File: config.mk
export PLATFORM = sky130hd
export DESIGN_NAME = bram_dma16
export DESIGN_NICKNAME = d
export VERILOG_FILES = /design/src/rtl/bram_dma16_pkg.sv /design/src/rtl/bram_dma16.sv
export SDC_FILE = /design/constraint.sdc
export NUM_CORES = 1
export LEC_CHECK = 0
export ABC_AREA = 1
export BUFFER_PORTS_ARGS = -buffer_cell sky130_fd_sc_hd__buf_4
export CAP_MARGIN = 20
export CORE_AREA = 2 2 91 102
export DETAILED_ROUTE_END_ITERATION = 7
export DIE_AREA = 0 0 93 104
export HOLD_SLACK_MARGIN = 0.12
export PLACE_DENSITY = 0.79
export SLEW_MARGIN = 20
export SYNTH_ARGS = -nofsm -noshare
export SYNTH_HDL_FRONTEND = slang
export SYNTH_SLANG_ARGS = --single-unit
File: constraint.sdc
create_clock -name sys_clk -period 2.6 [get_ports sys_clk]
set_clock_uncertainty 0.2 [all_clocks]
set_input_delay 0.65 -clock sys_clk [delete_from_list [all_inputs] [get_ports sys_clk]]
set_output_delay 0.65 -clock sys_clk [all_outputs]
set_load 0.02 [all_outputs]
File: src/rtl/bram_dma16_pkg.sv
// Shared definitions for the bram_dma16 block-copy/fill master.
// State encodings are plain 3-bit constants so older code that compares raw values keeps working.
package bram_dma16_pkg;

    localparam int unsigned StateWidth = 3;

    localparam logic [StateWidth-1:0] StIdle = 3'd0;
    localparam logic [StateWidth-1:0] StRd   = 3'd1;
    localparam logic [StateWidth-1:0] StWr   = 3'd2;
    localparam logic [StateWidth-1:0] StFill = 3'd3;
    localparam logic [StateWidth-1:0] StFin  = 3'd4;

endpackage

File: src/rtl/bram_dma16.sv
// Single-port DMA master for one dbram16 port: block copy (2 cycles/word) and
// block fill (1 cycle/word), with abort and a one-cycle done pulse.
module bram_dma16 #(
    parameter int unsigned adr_width  = 11,
    parameter int unsigned data_width = 16
) (
    input  logic                  sys_clk,
    input  logic                  sys_rst,
    input  logic                  cmd_start,
    input  logic                  cmd_fill,
    input  logic [adr_width-1:0]  cmd_src,
    input  logic [adr_width-1:0]  cmd_dst,
    input  logic [adr_width:0]    cmd_len,
    input  logic [data_width-1:0] cmd_pattern,
    input  logic                  abort,
    output logic                  busy,
    output logic                  done,
    output logic [adr_width:0]    count,
    output logic [adr_width-1:0]  m_a,
    output logic [data_width-1:0] m_do,
    output logic                  m_we,
    input  logic [data_width-1:0] m_di
);
    import bram_dma16_pkg::*;

    logic [StateWidth-1:0] state_q, state_d;
    logic [adr_width-1:0]  src_q, src_d;
    logic [adr_width-1:0]  dst_q, dst_d;
    logic [adr_width:0]    len_q, len_d;
    logic                  fill_q, fill_d;
    logic [data_width-1:0] pat_q, pat_d;
    logic [adr_width:0]    count_q, count_d;
    logic [adr_width-1:0]  ma_q, ma_d;
    logic                  we_q, we_d;
    logic                  busy_q, busy_d;
    logic                  done_q, done_d;

    logic [adr_width:0]    count_inc;
    logic                  stop_now;

    assign count_inc = count_q + 1'b1;
    // A write cycle ends the command when it is the last word or abort is raised.
    assign stop_now  = abort || (count_inc == len_q);

    always_comb begin
        state_d = state_q;
        src_d   = src_q;
        dst_d   = dst_q;
        len_d   = len_q;
        fill_d  = fill_q;
        pat_d   = pat_q;
        count_d = count_q;
        ma_d    = ma_q;
        we_d    = 1'b0;
        busy_d  = busy_q;
        done_d  = 1'b0;

        case (state_q)
            StIdle: begin
                if (cmd_start) begin
                    src_d   = cmd_src;
                    dst_d   = cmd_dst;
                    len_d   = cmd_len;
                    fill_d  = cmd_fill;
                    pat_d   = cmd_pattern;
                    count_d = '0;
                    busy_d  = 1'b1;
                    if (cmd_len == '0) begin
                        state_d = StFin;
                    end else if (cmd_fill) begin
                        state_d = StFill;
                        ma_d    = cmd_dst;
                        we_d    = 1'b1;
                    end else begin
                        state_d = StRd;
                        ma_d    = cmd_src;
                    end
                end
            end
            StRd: begin
                if (abort) begin
                    state_d = StFin;
                    busy_d  = 1'b0;
                    done_d  = 1'b1;
                end else begin
                    state_d = StWr;
                    ma_d    = dst_q;
                    we_d    = 1'b1;
                end
            end
            StWr: begin
                count_d = count_inc;
                src_d   = src_q + 1'b1;
                dst_d   = dst_q + 1'b1;
                if (stop_now) begin
                    state_d = StFin;
                    busy_d  = 1'b0;
                    done_d  = 1'b1;
                end else begin
                    state_d = StRd;
                    ma_d    = src_q + 1'b1;
                end
            end
            StFill: begin
                count_d = count_inc;
                dst_d   = dst_q + 1'b1;
                if (stop_now) begin
                    state_d = StFin;
                    busy_d  = 1'b0;
                    done_d  = 1'b1;
                end else begin
                    ma_d = dst_q + 1'b1;
                    we_d = 1'b1;
                end
            end
            StFin: begin
                // A zero-length command arrives here still busy and pulses done on the way out.
                state_d = StIdle;
                busy_d  = 1'b0;
                done_d  = busy_q;
            end
            default: begin
                state_d = StIdle;
                busy_d  = 1'b0;
            end
        endcase
    end

    always_ff @(posedge sys_clk) begin
        if (sys_rst) begin
            state_q <= StIdle;
            src_q   <= '0;
            dst_q   <= '0;
            len_q   <= '0;
            fill_q  <= 1'b0;
            pat_q   <= '0;
            count_q <= '0;
            ma_q    <= '0;
            we_q    <= 1'b0;
            busy_q  <= 1'b0;
            done_q  <= 1'b0;
        end else begin
            state_q <= state_d;
            src_q   <= src_d;
            dst_q   <= dst_d;
            len_q   <= len_d;
            fill_q  <= fill_d;
            pat_q   <= pat_d;
            count_q <= count_d;
            ma_q    <= ma_d;
            we_q    <= we_d;
            busy_q  <= busy_d;
            done_q  <= done_d;
        end
    end

    assign busy  = busy_q;
    assign done  = done_q;
    assign count = count_q;
    assign m_a   = ma_q;
    assign m_we  = we_q;
    assign m_do  = fill_q ? pat_q : m_di;

endmodule

==> results of run 1 <==
logic make-up after synthesis:
| logic type | Yosys count | share of synthesized area [%] |
|---|---|---|
| fa+ha+maj | 4 | 1.10 |
| xor+xnor | 6 | 1.16 |
| buf+inv | 118 | 9.99 |
| simple gates | 326 | 30.7 |
| compound gates | 175 | 21.9 |
| flops | 80 | 35.2 |
cells in the final DEF (no fill, tap or decap), types with 7 or more instances in the layout:
cell type and instances:
a21oi_2 8, nand4_1 7, inv_1 80, nor2_1 65
nand3_1 62, buf_4 127, o21ai_0 58, nand2_1 166
dfxtp_1 77, a221oi_1 8, a21oi_1 78, nand2_2 7
clkbuf_8 10
metrics by stage:
| step | utilization, % | instance area (µm²) | std cells |
|---|---|---|---|
| after floorplan | - | 4550 | 709 |
| after global placement | 64.0 | 5530 | 919 |
| after detailed placement | 64.0 | 5540 | 919 |
| after CTS | 66.3 | 5740 | 935 |
| after global routing | 66.6 | 5760 | 935 |
| final | 66.6 | 5760 | 935 |
flip-flops by register name (all words and copies together) (netlist names):
signal   cells
pat_q       16
fill_q       1
m_a         11
src_q       11
done         1
count       12
dst_q       11
busy         1
state_q      3
m_we         1
len_q       12
worst max-delay path: stages (launching register included):
cell and delay [ns]:
dfxtp_1 0.46, nand2_2 0.19, nor2_2 0.27, nand2_1 0.08, nand2_1 0.10, nor2_1 0.05, nor2_1 0.10, nand2_1 0.08
nor2_1 0.11, nand2_2 0.10, nand2_2 0.12, nand2_8 0.12, nand2_2 0.14, nand2_1 0.06, nand2_1 0.06, nor2_1 0.04
routing by layer:
metal	vias to the layer above	part of all wire (%)	global-route usage, %
li1	2566	-	-
met1	2324	43	37.2
met2	205	48	44.6
met3	20	7.8	4.49
met4	0	1.4	8.19
met5	-	0	0
worst paths after layout:
check,to,slack (ns),cells after the start
worst max-delay path,m_a[8],0.22,15
worst min-delay path,pat_q[10],0.26,2
worst min register to register,pat_q[10],0.26,2
worst max register to register,m_a[8],0.22,15
final cells by class:
type | count | area, µm²
Inverter | 86 | 323
Sequential cell | 80 | 1610
Timing Repair Buffer | 128 | 973
Multi-Input combinational cell | 511 | 2510
Clock buffer | 11 | 141
Tap cell | 114 | 143
Clock inverter | 5 | 56.3
Fill cell | 800 | 2890
power breakdown:
part | switching, mW | internal (mW) | total [mW]
logic | 0.842 | 0.545 | 1.39
registers | 0.124 | 1.42 | 1.54
clock network | 0.462 | 0.469 | 0.930
==> results.toml, run 1 <==
[outcome]
outcome = "complete, no violations"

[clocking]
cts_sinks = 80
clockRootBuffer = "clkbuf_8"
cts_resized = 0
ctsHtreeMaxLevel = 3
holdBufCountCts = 0
postCtsSetupBuffers = 0
cts_tree = "built"
clockBufferDepth = 2
cts_buffers = 9
clk_pin_slew_worst_paths_ns = 0.08
clkLatencyLatePin_ns = 0.36

[placement]
place_congestion = 0.920
io_buffers = 112
dp_hpwl_mm = 9.64
pre_cts_slack_ns = 0.109

[timing]
drv_slew = 0
period_needed_ns = 2.38
tns_ns = 0
whs_ns = 0.258
rsz0062_at_grt = "no"
final.setup.worst_slack_ns = 0.216
setup_violations = 0
finalCritPeriodShare_pct = 91.7
worst_pin_slew_ns = 0.789
finalHoldViolCount = 0
slew_headroom_pct = 47.3
max_freq_mhz = 420

[worst_setup_path]
cp-startpoint = "count[3]"
crit_path_max_fanout = 19
cp-start-kind = "flip-flop"
crit_path_end_kind = "flip-flop"
critPathKind = "reg2reg"
arrival_ns = 2.44
reg2reg_from = "count[3]"
cp_data_required_time_ns = 2.66

[global_route]
grt_overflow = 0
grt_max_degree = 42
grt_pass1_vias = 4706
grt_pass1_wl_mm = 21.8
grtUsageTotal_pct = 27.4
antenna_found_initial = 0

[synthesis]
synthTopCellsByArea = "dfxtp_1 35%, nand2_1 14%, a21oi_1 8.6%"
synthCells = 709
synth_area_um2 = 4550
yosysUniqueCellTypes = 38
synth_area_per_cell_um2 = 6.41
yosysSeqAreaShare_pct = 35.2
yosys_most_used_dff = "dfxtp_1"
synth_edf_count = 0
synth_nets = 784
synth_commonest_cells = "167 x nand2_1, 80 x dfxtp_1, 80 x inv_1, 78 x a21oi_1, 66 x nor2_1"
ys_seq_elements = 80
synth_top_area_share_pct = 35.2
postSynth.asyncResetShare_pct = 0
synth.most_common_cell = "nand2_1"
yosys_warnings = 0
yosys.area.top_type = "dfxtp_1"

[layout]
fin_nets = 891
syn_to_final_growth_pct = 26.7
diodes = 0
drive_above_1_share_pct = 21.4

[job]
maxCapViolCount = 0

[detailed_routing]
drt-initial-drc-count = 319
ant_nets = 0
avgViaCountPerCell = 5.47
first_pass_iters = 5
vias = 5115
wl_mm = 12.9
wl_per_cell_um = 13.8
post-route-drc-count = 0

[floorplan]
dieArea_um2 = 9670
coreArea_um2 = 8650
die_h_um = 104
die_x_um = 93
start_util_pct = 52.6
io_pins = 113
row_count = 36

[power_and_ir_drop]
leakage_nw = 2.55
total_power_mw = 3.86
irDropWorstVdd_uv = 366
p_per_area_nw_per_um2 = 670

[min_path]
holdCritPathClass = "reg2reg"
hp-start = "pat_q[10]"
Power figures use the tool's default switching activity.
==> run 2, diff against run 1 <==
--- a/config.mk
+++ b/config.mk
@@ -12,7 +12,7 @@
 export DETAILED_ROUTE_END_ITERATION = 7
 export DIE_AREA = 0 0 93 104
 export HOLD_SLACK_MARGIN = 0.12
-export PLACE_DENSITY = 0.79
+export PLACE_DENSITY = 0.77
 export SLEW_MARGIN = 20
 export SYNTH_ARGS = -nofsm -noshare
 export SYNTH_HDL_FRONTEND = slang
==> results.toml, run 2 (synthesized netlist as in run 1, its figures left out) <==
[worst_setup_path]
critPathKind = "reg2reg"
crit_path_end_kind = "flip-flop"
r2r_slack_ns = 0.25
arrival_ns = 2.41
reg2reg_from = "state_q[2]"
cp-start-kind = "flip-flop"
r2r_cells = 10
r2r_end = "m_a[2]"
cp_data_required_time_ns = 2.65
crit_path_max_fanout = 11

[floorplan]
row_count = 36
die_x_um = 93
io_pins = 113
die_h_um = 104
coreArea_um2 = 8650
dieArea_um2 = 9670
start_util_pct = 52.6

[min_path]
holdCritPathClass = "reg2reg"
hold_end = "pat_q[6]"
hold_depth = 2
hp-start = "pat_q[6]"

[global_route]
grtUsageTotal_pct = 27.8
antenna_found_initial = 0
grt_pass1_wl_mm = 22.2
grt_pass1_vias = 4851
grt_max_degree = 36
grt_overflow = 0

[detailed_routing]
post-route-drc-count = 0
avgViaCountPerCell = 5.49
wl_mm = 13.1
first_pass_iters = 6
wl_per_cell_um = 14.0
vias = 5139
drt-initial-drc-count = 364
ant_nets = 0

[clocking]
cts_tree = "built"
holdBufCountCts = 0
cts_resized = 0
clk_pin_slew_worst_paths_ns = 0.08
clockBufferDepth = 2
clockRootBuffer = "clkbuf_8"
clkLatencyLatePin_ns = 0.36
cts_sinks = 80
cts_buffers = 9
postCtsSetupBuffers = 0
ctsHtreeMaxLevel = 3

[power_and_ir_drop]
p_int_mw = 2.46
leakage_nw = 2.56
pwr-share-comb_pct = 35.7
total_power_mw = 3.87
clkPwrFrac_pct = 24.5
pwr-share-seq_pct = 39.8
p_per_area_nw_per_um2 = 673
p_sw_mw = 1.42
swShare_pct = 36.6
irDropWorstVdd_uv = 447

[timing]
setup_violations = 0
finalHoldViolCount = 0
drv_slew = 0
whs_ns = 0.254
slew_headroom_pct = 45.3
period_needed_ns = 2.35
final.setup.worst_slack_ns = 0.248
worst_pin_slew_ns = 0.800
finalCritPeriodShare_pct = 90.5
rsz0062_at_grt = "no"
max_freq_mhz = 425

[layout]
syn_to_final_growth_pct = 26.7
largest_register = "pat_q"
largest_reg_flops = 16
final_common_cell = "nand2_1"
diodes = 0
stdcell_area_um2 = 5760
drive_above_1_share_pct = 21.0
final_cell_mix = "166 x nand2_1, 128 x buf_4, 80 x inv_1, 78 x a21oi_1, 78 x dfxtp_1"
stdcell_count = 936
fin_nets = 892

[placement]
place_area_um2 = 5550
pre_cts_slack_ns = 0.0887
io_buffers = 112
place_congestion = 0.888
dp.cells = 920
dp_hpwl_mm = 9.80

[outcome]
outcome = "complete, no violations"

[job]
maxCapViolCount = 0
[run 2: metal layers]
| metal | track usage [%] | part of all wire (%) | wire length (µm) | vias up |
|---|---|---|---|---|
| li1 | - | - | - | 2560 |
| met1 | 37.8 | 43 | 5690 | 2349 |
| met2 | 44.6 | 48 | 6270 | 211 |
| met3 | 4.20 | 7.4 | 968 | 19 |
| met4 | 10.2 | 1.4 | 184 | 0 |
| met5 | 0 | 0 | 0 | - |
[run 2: cell type report]
cell class                 instances  area, µm²
inverter                          86        323
timing repair buffer             129        981
fill                             822       2890
multi-input combinational        511       2510
clock inverter                     2       37.5
clock buffer                      14        163
sequential                        80       1610
tap                              114        143
[run 2: power groups by stage]
| stage | clock network (mW) | registers, mW | logic, mW |
|---|---|---|---|
| global route | 1.01 | 1.56 | 1.54 |
| finish | 0.949 | 1.54 | 1.38 |
| floorplan | 0 | 1.60 | 0.826 |
| CTS | 0.954 | 1.54 | 1.38 |
| detailed placement | 0 | 1.56 | 1.37 |
| global placement | 0 | 1.56 | 1.34 |
[run 2: worst max path at each step]
stage                    to         from  slack (ns)
global placement     m_a[8]  cmd_len[11]       -0.15
floorplan            m_a[0]     count[0]        0.28
detailed placement  m_a[10]     count[0]        0.09
finish               m_a[2]   state_q[2]        0.25
CTS                 m_a[10]     count[0]        0.08
global route        m_a[10]     count[5]       0.007
[run 2: critical path, cell delays in order, from the launching register on]
cell and delay [ns]:
dfxtp_1 0.35, buf_4 0.16, nor3_1 0.11, buf_4 0.20, o21ai_0 0.08, nor2_1 0.08, a2111oi_0 0.64, buf_4 0.22
nand3_1 0.07, nand2_1 0.10, nor2_1 0.04
[run 2: per-stage QoR]
| stage | TNS (ns) | utilization [%] |
|---|---|---|
| global route | 0 | 66.6 |
| CTS | 0 | 66.4 |
| global placement | -0.720 | 64.1 |
| finish | 0 | 66.6 |
| detailed placement | 0 | 64.1 |
| floorplan | 0 | - |
==> run 3, diff against run 2 <==
--- a/config.mk
+++ b/config.mk
@@ -5,7 +5,6 @@
 export SDC_FILE = /design/constraint.sdc
 export NUM_CORES = 1
 export LEC_CHECK = 0
-export ABC_AREA = 1
 export BUFFER_PORTS_ARGS = -buffer_cell sky130_fd_sc_hd__buf_4
 export CAP_MARGIN = 20
 export CORE_AREA = 2 2 91 102
==> results.toml, run 3 <==
[worst_setup_path]
cp_cell_sequence = "ha_4 > xor2_1 > a311o_1 > or4_4 > a2111oi_4 > buf_6 > a41o_4 > or3_4 > a21oi_2"
cp_data_required_time_ns = 2.65
crit_path_max_fanout = 8
path_delay_family = "compound AO/OA/AOI/OAI gates"
critPathKind = "reg2reg"
cp_slowest_stage_delay_ns = 0.43
crit_path_end_kind = "flip-flop"
path_buf_inv = 1
arrival_ns = 2.76
slowest_stage = "or4_4"
cp-start-kind = "flip-flop"
r2r_cells = 9
r2r_end = "m_a[2]"
reg2reg_from = "count[0]"
crit_cells = 9
r2r_slack_ns = -0.11

[clocking]
cts_sinks = 80
ctsHtreeMaxLevel = 3
cts_tree = "built"
clkLatencyLatePin_ns = 0.37
clockRootBuffer = "clkbuf_8"
holdBufCountCts = 0
clockBufferDepth = 2
clk_pin_slew_worst_paths_ns = 0.09
cts_buffers = 9

[timing]
setup_violations = 12
slew_headroom_pct = 62.9
rsz0062_at_grt = "yes"
final.setup.worst_slack_ns = -0.110
finalHoldViolCount = 0
period_needed_ns = 2.71
finalCritPeriodShare_pct = 104
whs_ns = 0.260
max_freq_mhz = 369
worst_pin_slew_ns = 0.555
drv_slew = 0
tns_ns = -0.978

[synthesis]
synth_area_per_cell_um2 = 7.64
yosys_most_used_dff = "dfxtp_1"
synth.most_common_cell = "nand2_1"
synth_commonest_cells = "102 x nand2_1, 80 x dfxtp_1, 64 x a21oi_1, 59 x nor2_1, 30 x clkbuf_1"
yosys.area.top_type = "dfxtp_1"
synth_top_area_share_pct = 35.3
yosys_warnings = 0
synth_edf_count = 0
yosysUniqueCellTypes = 53
synthCells = 594
postSynth.asyncResetShare_pct = 0
synthTopCellsByArea = "dfxtp_1 35%, nand2_1 8.4%, a21oi_1 7.1%"
synth_area_um2 = 4540
synth_nets = 669
ys_seq_elements = 80
yosysSeqAreaShare_pct = 35.3

[global_route]
grt_pass1_wl_mm = 22.9
grt_overflow = 0
grt_max_degree = 47
grt_pass1_vias = 4715
grtUsageTotal_pct = 29.2
antenna_found_initial = 0

[detailed_routing]
met2WireLength_mm = 7.14
wl_met3_um = 852
vias = 4883
drt-initial-drc-count = 385
m1WireLength_mm = 5.65
ant_nets = 0
post-route-drc-count = 0
wl_mm = 14.1
wl_per_cell_um = 16.9
first_pass_iters = 5
routed.top_layer = "met4"
avgViaCountPerCell = 5.85

[outcome]
outcome = "complete, but fails checks"
violations = "negative setup slack"

[min_path]
hold_end = "pat_q[2]"
holdCritPathClass = "reg2reg"
hp-start = "pat_q[2]"
hold_depth = 2

[power_and_ir_drop]
total_power_mw = 3.44
irDropWorstVdd_uv = 414
leakage_nw = 2.46
p_per_area_nw_per_um2 = 577

[layout]
final_core_util_pct = 69.0
stdcell_area_um2 = 5970
final_common_cell = "buf_4"
stdcell_count = 835
drive_above_1_share_pct = 29.0
num-fill-cells = 741
largest_register = "pat_q"
regArea_um2 = 1610
fin_nets = 792
syn_to_final_growth_pct = 31.5
largest_reg_flops = 16
multiInputGateArea_um2 = 2830
diodes = 0
final_cell_mix = "150 x buf_4, 101 x nand2_1, 78 x dfxtp_1, 63 x a21oi_1, 58 x nor2_1"

[floorplan]
row_count = 36
die_x_um = 93
io_pins = 113
start_util_pct = 52.5
coreArea_um2 = 8650
dieArea_um2 = 9670
die_h_um = 104

[job]
maxCapViolCount = 0

[placement]
place_area_um2 = 5660
dp_hpwl_mm = 10.2
dp.cells = 818
io_buffers = 112
place_congestion = 0.940
pre_cts_slack_ns = -0.135
-- run 3: worst max-delay path by stage --
stage / from / endpoint
final: count[0] / m_a[2]
after global routing: count[0] / m_a[4]
after CTS: count[0] / m_a[2]
after detailed placement: count[0] / m_a[2]
after global placement: count[0] / m_a[3]
after floorplan: count[3] / m_a[9]
-- run 3: cells by family after synthesis --
family | count (synthesis) | share of synthesized area [%]
flip-flops | 80 | 35.3
AND/OR/NAND/NOR | 243 | 24.3
multiplexers | 30 | 7.28
buffers and inverters | 47 | 4.16
XOR/XNOR | 31 | 5.98
adder cells (fa/ha/maj) | 4 | 1.10
AO/OA/AOI/OAI | 159 | 21.9
-- run 3: layer usage --
layer	GRT usage, %	vias up
met5	0	-
met3	4.57	38
met4	12.7	0
met1	35.9	2269
li1	-	2383
met2	50.2	193
-- run 3: what timing repair did --
| item | 4_1_cts | 5_1_grt |
|---|---|---|
| pin swaps | 5 | 1 |
| buffers inserted | 1 | 0 |
| gates cloned | 1 | 0 |
| gates resized for setup | 3 | 9 |
| endpoints found under the setup margin | 12 | 22 |
-- run 3: report_power, final --
part           internal, mW  leakage [nW]  switching [mW]
logic                 0.422          1.70           0.557
registers              1.33         0.657          0.0939
clock network         0.542         0.106           0.496
-- run 3: layout make-up --
type	count	area share, %
Clock buffer	9	2.08
Clock inverter	6	1.57
Inverter	7	0.440
Multi-Input combinational cell	468	47.5
Sequential cell	80	27.0
Tap cell	114	2.39
Timing Repair Buffer	151	19.1
-- run 3: worst reg2reg max path, stage by stage (launching register included) --
cell	delay (ns)
dfxtp_4	0.36
ha_4	0.24
xor2_1	0.14
a311o_1	0.32
or4_4	0.43
a2111oi_4	0.22
buf_6	0.19
a41o_4	0.30
or3_4	0.15
a21oi_2	0.04
